`config.mk`:
```
export PLATFORM = sky130hd
export DESIGN_NAME = exec_halt_controller
export DESIGN_NICKNAME = d
export VERILOG_FILES = /design/src/rtl/exec_halt_controller.sv
export SDC_FILE = /design/constraint.sdc
export NUM_CORES = 1
export LEC_CHECK = 0
export BUFFER_PORTS_ARGS = -buffer_cell sky130_fd_sc_hd__buf_2
export CAP_MARGIN = 40
export CORE_ASPECT_RATIO = 2
export CORE_MARGIN = 1
export CORE_UTILIZATION = 60
export CTS_CLUSTER_SIZE = 8
export DETAILED_ROUTE_END_ITERATION = 12
export GPL_TIMING_DRIVEN = 0
export PLACE_DENSITY = 0.85
export SLEW_MARGIN = 20
export SYNTH_ARGS = -nofsm -noshare
export SYNTH_HDL_FRONTEND = slang
export SYNTH_SLANG_ARGS = --single-unit
export TNS_END_PERCENT = 20
```
`constraint.sdc`:
```
create_clock -name clk -period 4.7 [get_ports clk]
set_input_delay 0.705 -clock clk [delete_from_list [all_inputs] [get_ports clk]]
set_output_delay 0.705 -clock clk [all_outputs]
set_load 0.005 [all_outputs]
```
`src/rtl/exec_halt_controller.sv`:
```
// exec_halt_controller: run/step/halt gate for the execution driver with opcode, breakpoint, external and step-done halts
module exec_halt_controller #(
  parameter int OPCODE_SIZE = 8,
  parameter int ADDR_SIZE = 8,
  parameter logic [OPCODE_SIZE-1:0] HALT_OPCODE = 8'h01,
  parameter int NUM_BP = 4,
  parameter int STEP_W = 8,
  parameter bit RESET_HALTED = 1'b0,
  localparam int IDX_W = NUM_BP > 1 ? $clog2(NUM_BP) : 1
)(
  input  logic                   clk,
  input  logic                   rst,
  input  logic                   instr_valid,
  input  logic [OPCODE_SIZE-1:0] opcode,
  input  logic [ADDR_SIZE-1:0]   pc,
  input  logic                   halt_req,
  input  logic                   resume,
  input  logic                   step_req,
  input  logic [STEP_W-1:0]      step_count,
  input  logic                   bp_wr,
  input  logic [IDX_W-1:0]       bp_idx,
  input  logic [ADDR_SIZE-1:0]   bp_addr,
  input  logic                   bp_en,
  output logic                   exec_enable,
  output logic                   halted,
  output logic [1:0]             halt_cause,
  output logic [IDX_W-1:0]       bp_hit_idx
);
  typedef enum logic [1:0] {RUN, STEP, HALTED} state_t;
  state_t state, state_n;
  logic [STEP_W-1:0] cnt, cnt_n;
  logic [1:0] cause_n;
  logic [IDX_W-1:0] idx_n, bp_match_idx;
  logic bp_skip, skip_n, bp_match, op_hit, bp_hit, retire;
  logic [ADDR_SIZE-1:0] bp_addr_q [NUM_BP];
  logic [NUM_BP-1:0] bp_en_q;
  // descending scan so the lowest matching entry is the one left standing
  always_comb begin
    bp_match = 1'b0;
    bp_match_idx = '0;
    for (int i = NUM_BP - 1; i >= 0; i--)
      if (bp_en_q[i] && bp_addr_q[i] == pc) begin
        bp_match = 1'b1;
        bp_match_idx = IDX_W'(i);
      end
  end
  assign op_hit = instr_valid && opcode == HALT_OPCODE;
  assign bp_hit = instr_valid && !bp_skip && bp_match;
  assign exec_enable = state != HALTED && !op_hit && !bp_hit;
  assign retire = instr_valid && exec_enable;
  always_comb begin
    state_n = state;
    cnt_n = cnt;
    cause_n = halt_cause;
    idx_n = bp_hit_idx;
    skip_n = bp_skip && !instr_valid;
    if (state != HALTED) begin
      if (op_hit || bp_hit || halt_req) begin
        state_n = HALTED;
        cnt_n = '0;
        cause_n = op_hit ? 2'd1 : bp_hit ? 2'd2 : 2'd0;
        idx_n = !op_hit && bp_hit ? bp_match_idx : bp_hit_idx;
      end else if (state == STEP && resume) begin
        state_n = RUN;
        cnt_n = '0;
      end else if (state == STEP && retire) begin
        cnt_n = cnt - 1'b1;
        state_n = cnt == STEP_W'(1) ? HALTED : STEP;
        cause_n = cnt == STEP_W'(1) ? 2'd3 : halt_cause;
      end
    end else if (resume) begin
      state_n = RUN;
      skip_n = 1'b1;
    end else if (step_req && step_count != '0) begin
      state_n = STEP;
      cnt_n = step_count;
    end
  end
  always_ff @(posedge clk or posedge rst) begin
    if (rst) begin
      state <= RESET_HALTED ? HALTED : RUN;
      halted <= RESET_HALTED;
      halt_cause <= '0;
      bp_hit_idx <= '0;
      cnt <= '0;
      bp_skip <= 1'b0;
    end else begin
      state <= state_n;
      halted <= state_n == HALTED;
      halt_cause <= cause_n;
      bp_hit_idx <= idx_n;
      cnt <= cnt_n;
      bp_skip <= skip_n;
    end
  end
  always_ff @(posedge clk or posedge rst) begin
    if (rst) begin
      bp_en_q <= '0;
      for (int i = 0; i < NUM_BP; i++) bp_addr_q[i] <= '0;
    end else if (bp_wr && int'(bp_idx) < NUM_BP) begin
      bp_en_q[bp_idx] <= bp_en;
      bp_addr_q[bp_idx] <= bp_addr;
    end
  end
endmodule

```
# Yosys cells after proc, flatten, opt, wreduce, memory -nomap -nowiden
# Cells that the tools add are included.
# op_classes
n_bitwise	1
n_lt_le_gt_ge	4
n_reduce_logical	30
muxes	35
add_sub_neg	1
eq_ne	12
# op_table
cell	count
$mux 8	7
$mux 2	17
$bwmux 32	1
$eq 8x8->1	4
$logic_and 1x1->1	17
$demux 8 s2	1
$eq 8x1->1 const B	2
$reduce_bool 8->1	1
$sub 8x1->8 const B	1
$mux 1	7
$reduce_and 3->1	2
$reduce_bool 2->1	3
$bwmux 4	1
$logic_not 1->1	4
$ne 2x2->1 const B	2
$ne 4x1->1 const B	1
$reduce_and 4->1	1
$ge 3x3->1 const B	1
$lt 2x3->1 const B	1
$lt 3x1->1 const B	1
$not 2->3	1
$demux 1 s2	1
$eq 2x1->1 const B	1
$eq 2x2->1 const B	1
other kinds (3)	4
# word_totals
word_cells	94
reg_bits	52
in_bits	42

# Longest topological paths before layout
# Gate-level depths: netlist of run 1.
# depth
depth_word	16
depth_mapped	10

# Worst setup path before layout of run 1
# OpenSTA, ideal clock, no wires.
# synth_timing
path_type	input to output
start	input port pc[6]
end	output port exec_enable
setup_slack_ns	2.280
required_time_ns	3.995
cell_stages	7
arrival_ns	1.715
cell_sequence	buf_2 -> xnor2_1 -> nand3_1 -> nor3_2 -> nor2_2 -> a21oi_4 -> nor2_1
# synth_between
elab_chain_len	9
# synth_rtl
item	line_no	text
start, declared	15	input logic [ADDR_SIZE-1:0] pc,
$eq 8x8->1	42	if (bp_en_q[i] && bp_addr_q[i] == pc) begin
$logic_and 1x1->1	42	
$mux 1 (3 in series)	42	
$mux 1 *	42	
$logic_and 1x1->1 *	48	assign bp_hit = instr_valid && !bp_skip && bp_match;
$logic_not 1->1 *	49	assign exec_enable = state != HALTED && !op_hit && !bp_hit;
$logic_and 1x1->1 *	49	
end, declared	24	output logic exec_enable,
# Mark *: on every way between the ends. The rest lies on a longest branch, timed or not.

# Worst setup path in the final report of run 1
# Ends and elaborated chain as after synthesis.

==> out/qor.txt, run 1 <==
PD cells: 429.4 mW/mm2
layout cells sized above 1: 34.78%
storage element area: 0.001301 mm2
hold_buf cts: 0
CTS root buf: clkbuf_8
Setup Fix Bufs, Post-CTS: 0
Mean Syn Cell Area: 11.05 um2
Via density: 5.949
Yosys cell types: 42
Tcrit/Tclk final: 64.53%
total track usage: 27.28%
vias in the first global route: 2276
min cycle time layout: 3033 ps
IO Count: 48
Setup Viol. Count Final: 0
Max-slew headroom: 48.05%
cts repair resizes: 0
Die W: 50.17 um
asr flop ratio synth: 100.0%
CTS tree: done
fmax: 329.7 MHz
Layout Skew: 12.68 ps
P_leak: 1.347 nW
depth of the CTS H-tree: 2
Setup crit start: pc[6]
port buffer count: 39
Post-Syn Nets: 296
DRT Pass-1 Iters: 4
first-pass GRT wire length: 10.12 mm
CP Data Arrival Time: 2330 ps
Post-Synthesis Cells: 252
die height: 98.33 um
crit path to: exec_enable
Crit path required time: 3990 ps
status: completed
Seq cells post-synth: 52
clock tree buffer depth: 2
Reg2Reg Setup Slack: 2260 ps
total CTS buffers: 5
number of core rows: 34
NumNets Final: 343
area of the multi-input gates: 0.001349 mm2
starting density of the core: 63.54%
worst-margin pin slew: 772.2 ps
ranking of synthesized cells by area: dfrtp_1 (47%), mux2_2 (15%), xnor2_1 (10%)
R2R depth: 8
Critical Path Source Type: input port
RSZ-0062 raised after global routing: no
DR WL/cell: 17.06 um
Max Slew Vio Count: 0
worst skew pair latency: 310 ps
CP max FO: 10
Max VDD drop: 0.3028 mV
Main synth FF type: dfrtp_1
DRC Markers: 0
Setup crit end kind: primary output
top-area cell type share of the netlist area: 46.74%
Total Power: 1.354 mW
area of the core: 0.004382 mm2
die area: 0.004933 mm2
Starting DRT DRC Count: 33
initial antenna violation count: 0
Final Hold Viols: 0
Crit Reg-Reg Endpoint: bp_hit_idx[1]$_DFFE_PP0P_
largest net degree at the start of global routing: 30
YS warnings: 0
area delta synth->final: 13.21%
grt total ovfl: 0
critical path type: input port to primary output
Vias: 2100
clock transition at the registers of the reported paths: 90 ps
Mapped Area: 0.002784 mm2
Fin Setup TNS: 0 ps
Max-Cap Viols: 0
Hold Path Class: input port to async pin
DP Wirelength: 4.783 mm
final wirelength: 6.021 mm
clock sinks: 52
Antenna Cells: 0
Antenna Nets Post-Route: 0
EDFF count, synth: 0
most common cell in the netlist: dfrtp_1
cell taking the most area after synthesis: dfrtp_1
GP Congestion: 0.8750
Fillers: 339
synth cell count leaders: dfrtp_1 (52), mux2_2 (36), xnor2_1 (32), nand2_1 (13), inv_1 (12)
R2R Path Start: bp_addr_q[22]$_DFFE_PP0P_
register area share after synthesis: 46.74%
## critical path, cell delays in order
cell and delay (ps):
buf_2 140, xnor2_1 300, nand3_1 220, nor3_2 330, nor2_2 100, a21oi_4 320
nor2_1 80, buf_2 130
## final cells by class
cell class	count	area share [%]
Buffer	13	2.819
Clock buffer	6	2.303
Clock inverter	1	0.1588
Inverter	12	1.429
Multi-Input combinational cell	175	42.79
Sequential cell	52	41.29
Tap cell	54	2.144
Timing Repair Buffer	40	7.066
## per-stage QoR
step	instances	worst slack, ps	cell area [um2]	utilization (%)	hold slack (ps)
finish	353	1667	3152	71.93	479.7
global route	353	1615	3152	71.93	504.8
CTS	353	1753	3152	71.93	486.0
detailed placement	346	1753	3074	70.16	466.2
global placement	345	1761	3047	69.53	463.3
floorplan	252	2280	2784	-	472.6
## registers in the layout (all words and copies together), names as in the netlist
name,flops
bp_skip,1
bp_en_q,4
bp_addr_q,32
bp_hit_idx,2
halt_cause,2
state,2
halted,1
cnt,8
## where the power goes
group | internal [mW] | leakage (nW) | switching, mW
clock | 0.102 | 0.0410 | 0.141
sequential | 0.552 | 0.631 | 0.0801
combinational | 0.222 | 0.675 | 0.258
## kinds of logic (layout without fill, tap and decap cells)
kind of cell,Yosys count,after routing,synth area share (%)
AND/OR/NAND/NOR,65,65,12.76
flip-flops,52,52,46.74
AO/OA/AOI/OAI,40,40,10.16
multiplexers,36,36,14.56
XOR/XNOR,32,32,10.07
buffers and inverters,25,72,4.809
adder cells (fa/ha/maj),2,2,0.8987
## routing by layer
layer  vias up  part of all wire (%)  wire length (um)  track usage (%)
li1        989                     -                 -                -
met1      1016                    35              2085            25.21
met2        73                    57              3438            52.31
met3        22                   3.4               202            3.738
met4         0                   4.9               294            16.70
met5         -                     0                 0                0
## worst min path at each step
stage	slack [ps]	from	endpoint
6_report	480	rst	cnt[4]$_DFFE_PP0P_
5_1_grt	500	bp_hit_idx[1]$_DFFE_PP0P_	bp_hit_idx[1]$_DFFE_PP0P_
4_1_cts	490	bp_hit_idx[1]$_DFFE_PP0P_	bp_hit_idx[1]$_DFFE_PP0P_
3_5_place_dp	470	bp_hit_idx[1]$_DFFE_PP0P_	bp_hit_idx[1]$_DFFE_PP0P_
3_3_place_gp	460	bp_hit_idx[1]$_DFFE_PP0P_	bp_hit_idx[1]$_DFFE_PP0P_
2_1_floorplan	470	bp_hit_idx[0]$_DFFE_PP0P_	bp_hit_idx[0]$_DFFE_PP0P_
## placed cells by master, fill, tap and decap left out, types with 2 or more instances in the layout
cell and count:
a21oi_1 5, a21oi_2 2, a221oi_1 2, a22oi_1 3
a32oi_1 3, and3_1 2, buf_2 44, buf_6 4
clkbuf_1 4, clkbuf_8 5, dfrtp_1 52, ha_1 2
inv_1 11, mux2_2 36, nand2_1 13, nand3_1 6
nand3b_1 2, nand4_1 5, nor2_1 10, nor2_2 3
nor2b_1 3, nor3_1 7, nor3_2 3, nor3b_1 2
nor4_1 4, o21ai_0 7, o21ai_1 5, o22ai_1 4
or4_1 2, xnor2_1 32
No activity file was read; power rests on OpenSTA's default activity.
==> run 2: changes to the inputs <==
- CORE_UTILIZATION: 60 -> 50
- PLACE_DENSITY: 0.85 -> 0.75
- clock period: 4.7 -> 2.74 ns (I/O delays scaled with it)
==> out/qor.txt, run 2 (synthesized netlist as in run 1, its figures left out) <==
status: completed
grt total ovfl: 0 (unchanged)
Via density: 5.817 (-2.2%)
commonest cells after routing, fill and taps aside: dfrtp_1 (52), buf_2 (44), mux2_2 (36)
most common cell after layout, fill and taps aside: dfrtp_1
Largest Register: bp_addr_q
hold_buf cts: 0 (unchanged)
die height: 107.5 um (+9.4%)
critical path, cell by cell: xnor2_1 -> nand3_1 -> nor3_2 -> nor2_2 -> a21oi_4 -> nor2_1 -> buf_2
Final Instance Area: 0.003168 mm2 (+0.52%)
DRT met1 WL: 2.115 mm (+1.4%)
IO Count: 48 (unchanged)
Layout Skew: 13.41 ps (+0.7270 ps)
PD cells: 745.3 mW/mm2 (+74%)
Crit Reg-Reg Endpoint: bp_hit_idx[1]$_DFFE_PP0P_
min cycle time layout: 2535 ps
CP max FO: 10 (unchanged)
Crit-path slowest cell: dfrtp_1
Max Slew Vio Count: 0 (unchanged)
GP Congestion: 0.8328 (-4.8%)
max reg flops: 32 (unchanged)
cts repair resizes: 0 (unchanged)
fmax: 394.5 MHz
vias in the first global route: 2158 (-5.2%)
Crit path required time: 2330 ps (-1660 ps)
area of the core: 0.005373 mm2 (+23%)
Area after DPL: 0.003074 mm2 (unchanged)
total CTS buffers: 5 (unchanged)
worst skew pair latency: 320 ps (about the same)
worst-margin pin slew: 842.5 ps (+70.28 ps)
Fin Setup TNS: 0 ps (unchanged)
starting density of the core: 51.82% (-12 points)
top sig layer: met4
Max-Cap Viols: 0 (unchanged)
Die W: 54.76 um (+9.2%)
initial antenna violation count: 0 (unchanged)
Antenna Nets Post-Route: 0 (unchanged)
clock transition at the registers of the reported paths: 100 ps (about the same)
met2 wire len: 3.552 mm (+3.3%)
Max-slew headroom: 43.32% (-4.7 points)
NumNets Final: 343 (unchanged)
DRT Pass-1 Iters: 6 (+2)
largest net degree at the start of global routing: 35 (+17%)
area delta synth->final: 13.80%
P_leak: 1.347 nW (about the same)
Antenna Cells: 0 (unchanged)
Starting DRT DRC Count: 47 (+42%)
crit-path max cell delay: 400 ps (+70 ps)
CTS root buf: clkbuf_8
Tcrit/Tclk final: 92.51%
Total Power: 2.361 mW (+74%)
Reg2Reg Setup Slack: 370 ps (-1890 ps)
final wirelength: 6.072 mm (+0.85%)
clock sinks: 52 (unchanged)
DP Wirelength: 4.709 mm (-1.5%)
CTS tree: done
first-pass GRT wire length: 9.701 mm (-4.1%)
RSZ-0062 raised after global routing: no
layout cells sized above 1: 35.00% (+0.22 points)
Setup Viol. Count Final: 0 (unchanged)
Hold Path Class: input port to async pin
DR WL/cell: 16.87 um (-1.1%)
Vias: 2094 (-0.29%)
R2R Path Start: bp_addr_q[22]$_DFFE_PP0P_
Max VDD drop: 0.5852 mV (+93%)
clock tree buffer depth: 2 (unchanged)
total track usage: 23.46% (-3.8 points)
depth of the CTS H-tree: 2 (unchanged)
R2R depth: 8 (unchanged)
Final Hold Viols: 0 (unchanged)
Setup Fix Bufs, Post-CTS: 0 (unchanged)
critical path type: flip-flop to primary output
WL met3: 195 um (-3.5%)
CP Data Arrival Time: 2120 ps (-210 ps)
hold slack: 83.26 ps (-396.4 ps)
DRC Markers: 0 (unchanged)
Critical Path Source Type: flip-flop
port buffer count: 39 (unchanged)
Largest regs: bp_addr_q (32), cnt (8), bp_en_q (4)
Setup crit end kind: primary output
die area: 0.005888 mm2 (+19%)
number of core rows: 38 (+12%)
## run 2: cell count changes in the layout (fill, tap and decap cells not counted)
cell,delta
clkinvlp_4,+1
buf_16,-1
buf_12,+1
clkbuf_8,+1
clkinv_2,-1
## run 2: stage by stage
stage	util (%)	cells	worst slack (ps)
2_1_floorplan	-	252	773.7
3_3_place_gp	56.85	351	320.4
3_5_place_dp	57.22	352	270.9
4_1_cts	58.97	360	213.9
5_1_grt	58.97	360	112.4
6_report	58.97	360	205.2
## run 2: worst max-delay path by stage
stage	start	to	slack (ps)	cells after the start
floorplan	pc[6]	cnt[0]$_DFFE_PP0P_	770	10
global placement	pc[6]	cnt[1]$_DFFE_PP0P_	320	10
detailed placement	pc[6]	bp_hit_idx[1]$_DFFE_PP0P_	270	9
CTS	bp_addr_q[22]$_DFFE_PP0P_	exec_enable	210	7
global route	bp_addr_q[22]$_DFFE_PP0P_	exec_enable	110	7
finish	bp_addr_q[22]$_DFFE_PP0P_	exec_enable	210	7
## run 2: report_power, final
group	total, mW	switching [mW]	internal, mW
logic	0.817	0.438	0.379
clock network	0.461	0.255	0.206
registers	1.08	0.136	0.946
## run 2: final cells by class
type                            instances  area (um2)
Buffer                                 13       88.84
Clock buffer                            7       86.33
Clock inverter                          1       7.507
Fill cell                             467        2205
Inverter                               12       45.04
Multi-Input combinational cell        175        1349
Sequential cell                        52        1301
Tap cell                               60       75.07
Timing Repair Buffer                   40       215.2
## run 2: metal layers
metal  vias to the layer above  GRT usage (%)
li1                        983              -
met3                        19          3.107
met4                         0          11.54
met5                         -              0
met2                        60          44.58
met1                      1032          22.06
## run 2: worst max-delay path: cells and delay by family, from the launching register on
| family | cells | cell delay (ps) |
|---|---|---|
| AOI/OAI and AO/OA | 1 | 310 |
| xor gates and xnor gates | 1 | 310 |
| buffers and inverters | 1 | 130 |
| DFF | 1 | 400 |
| and+or+nand+nor | 4 | 650 |
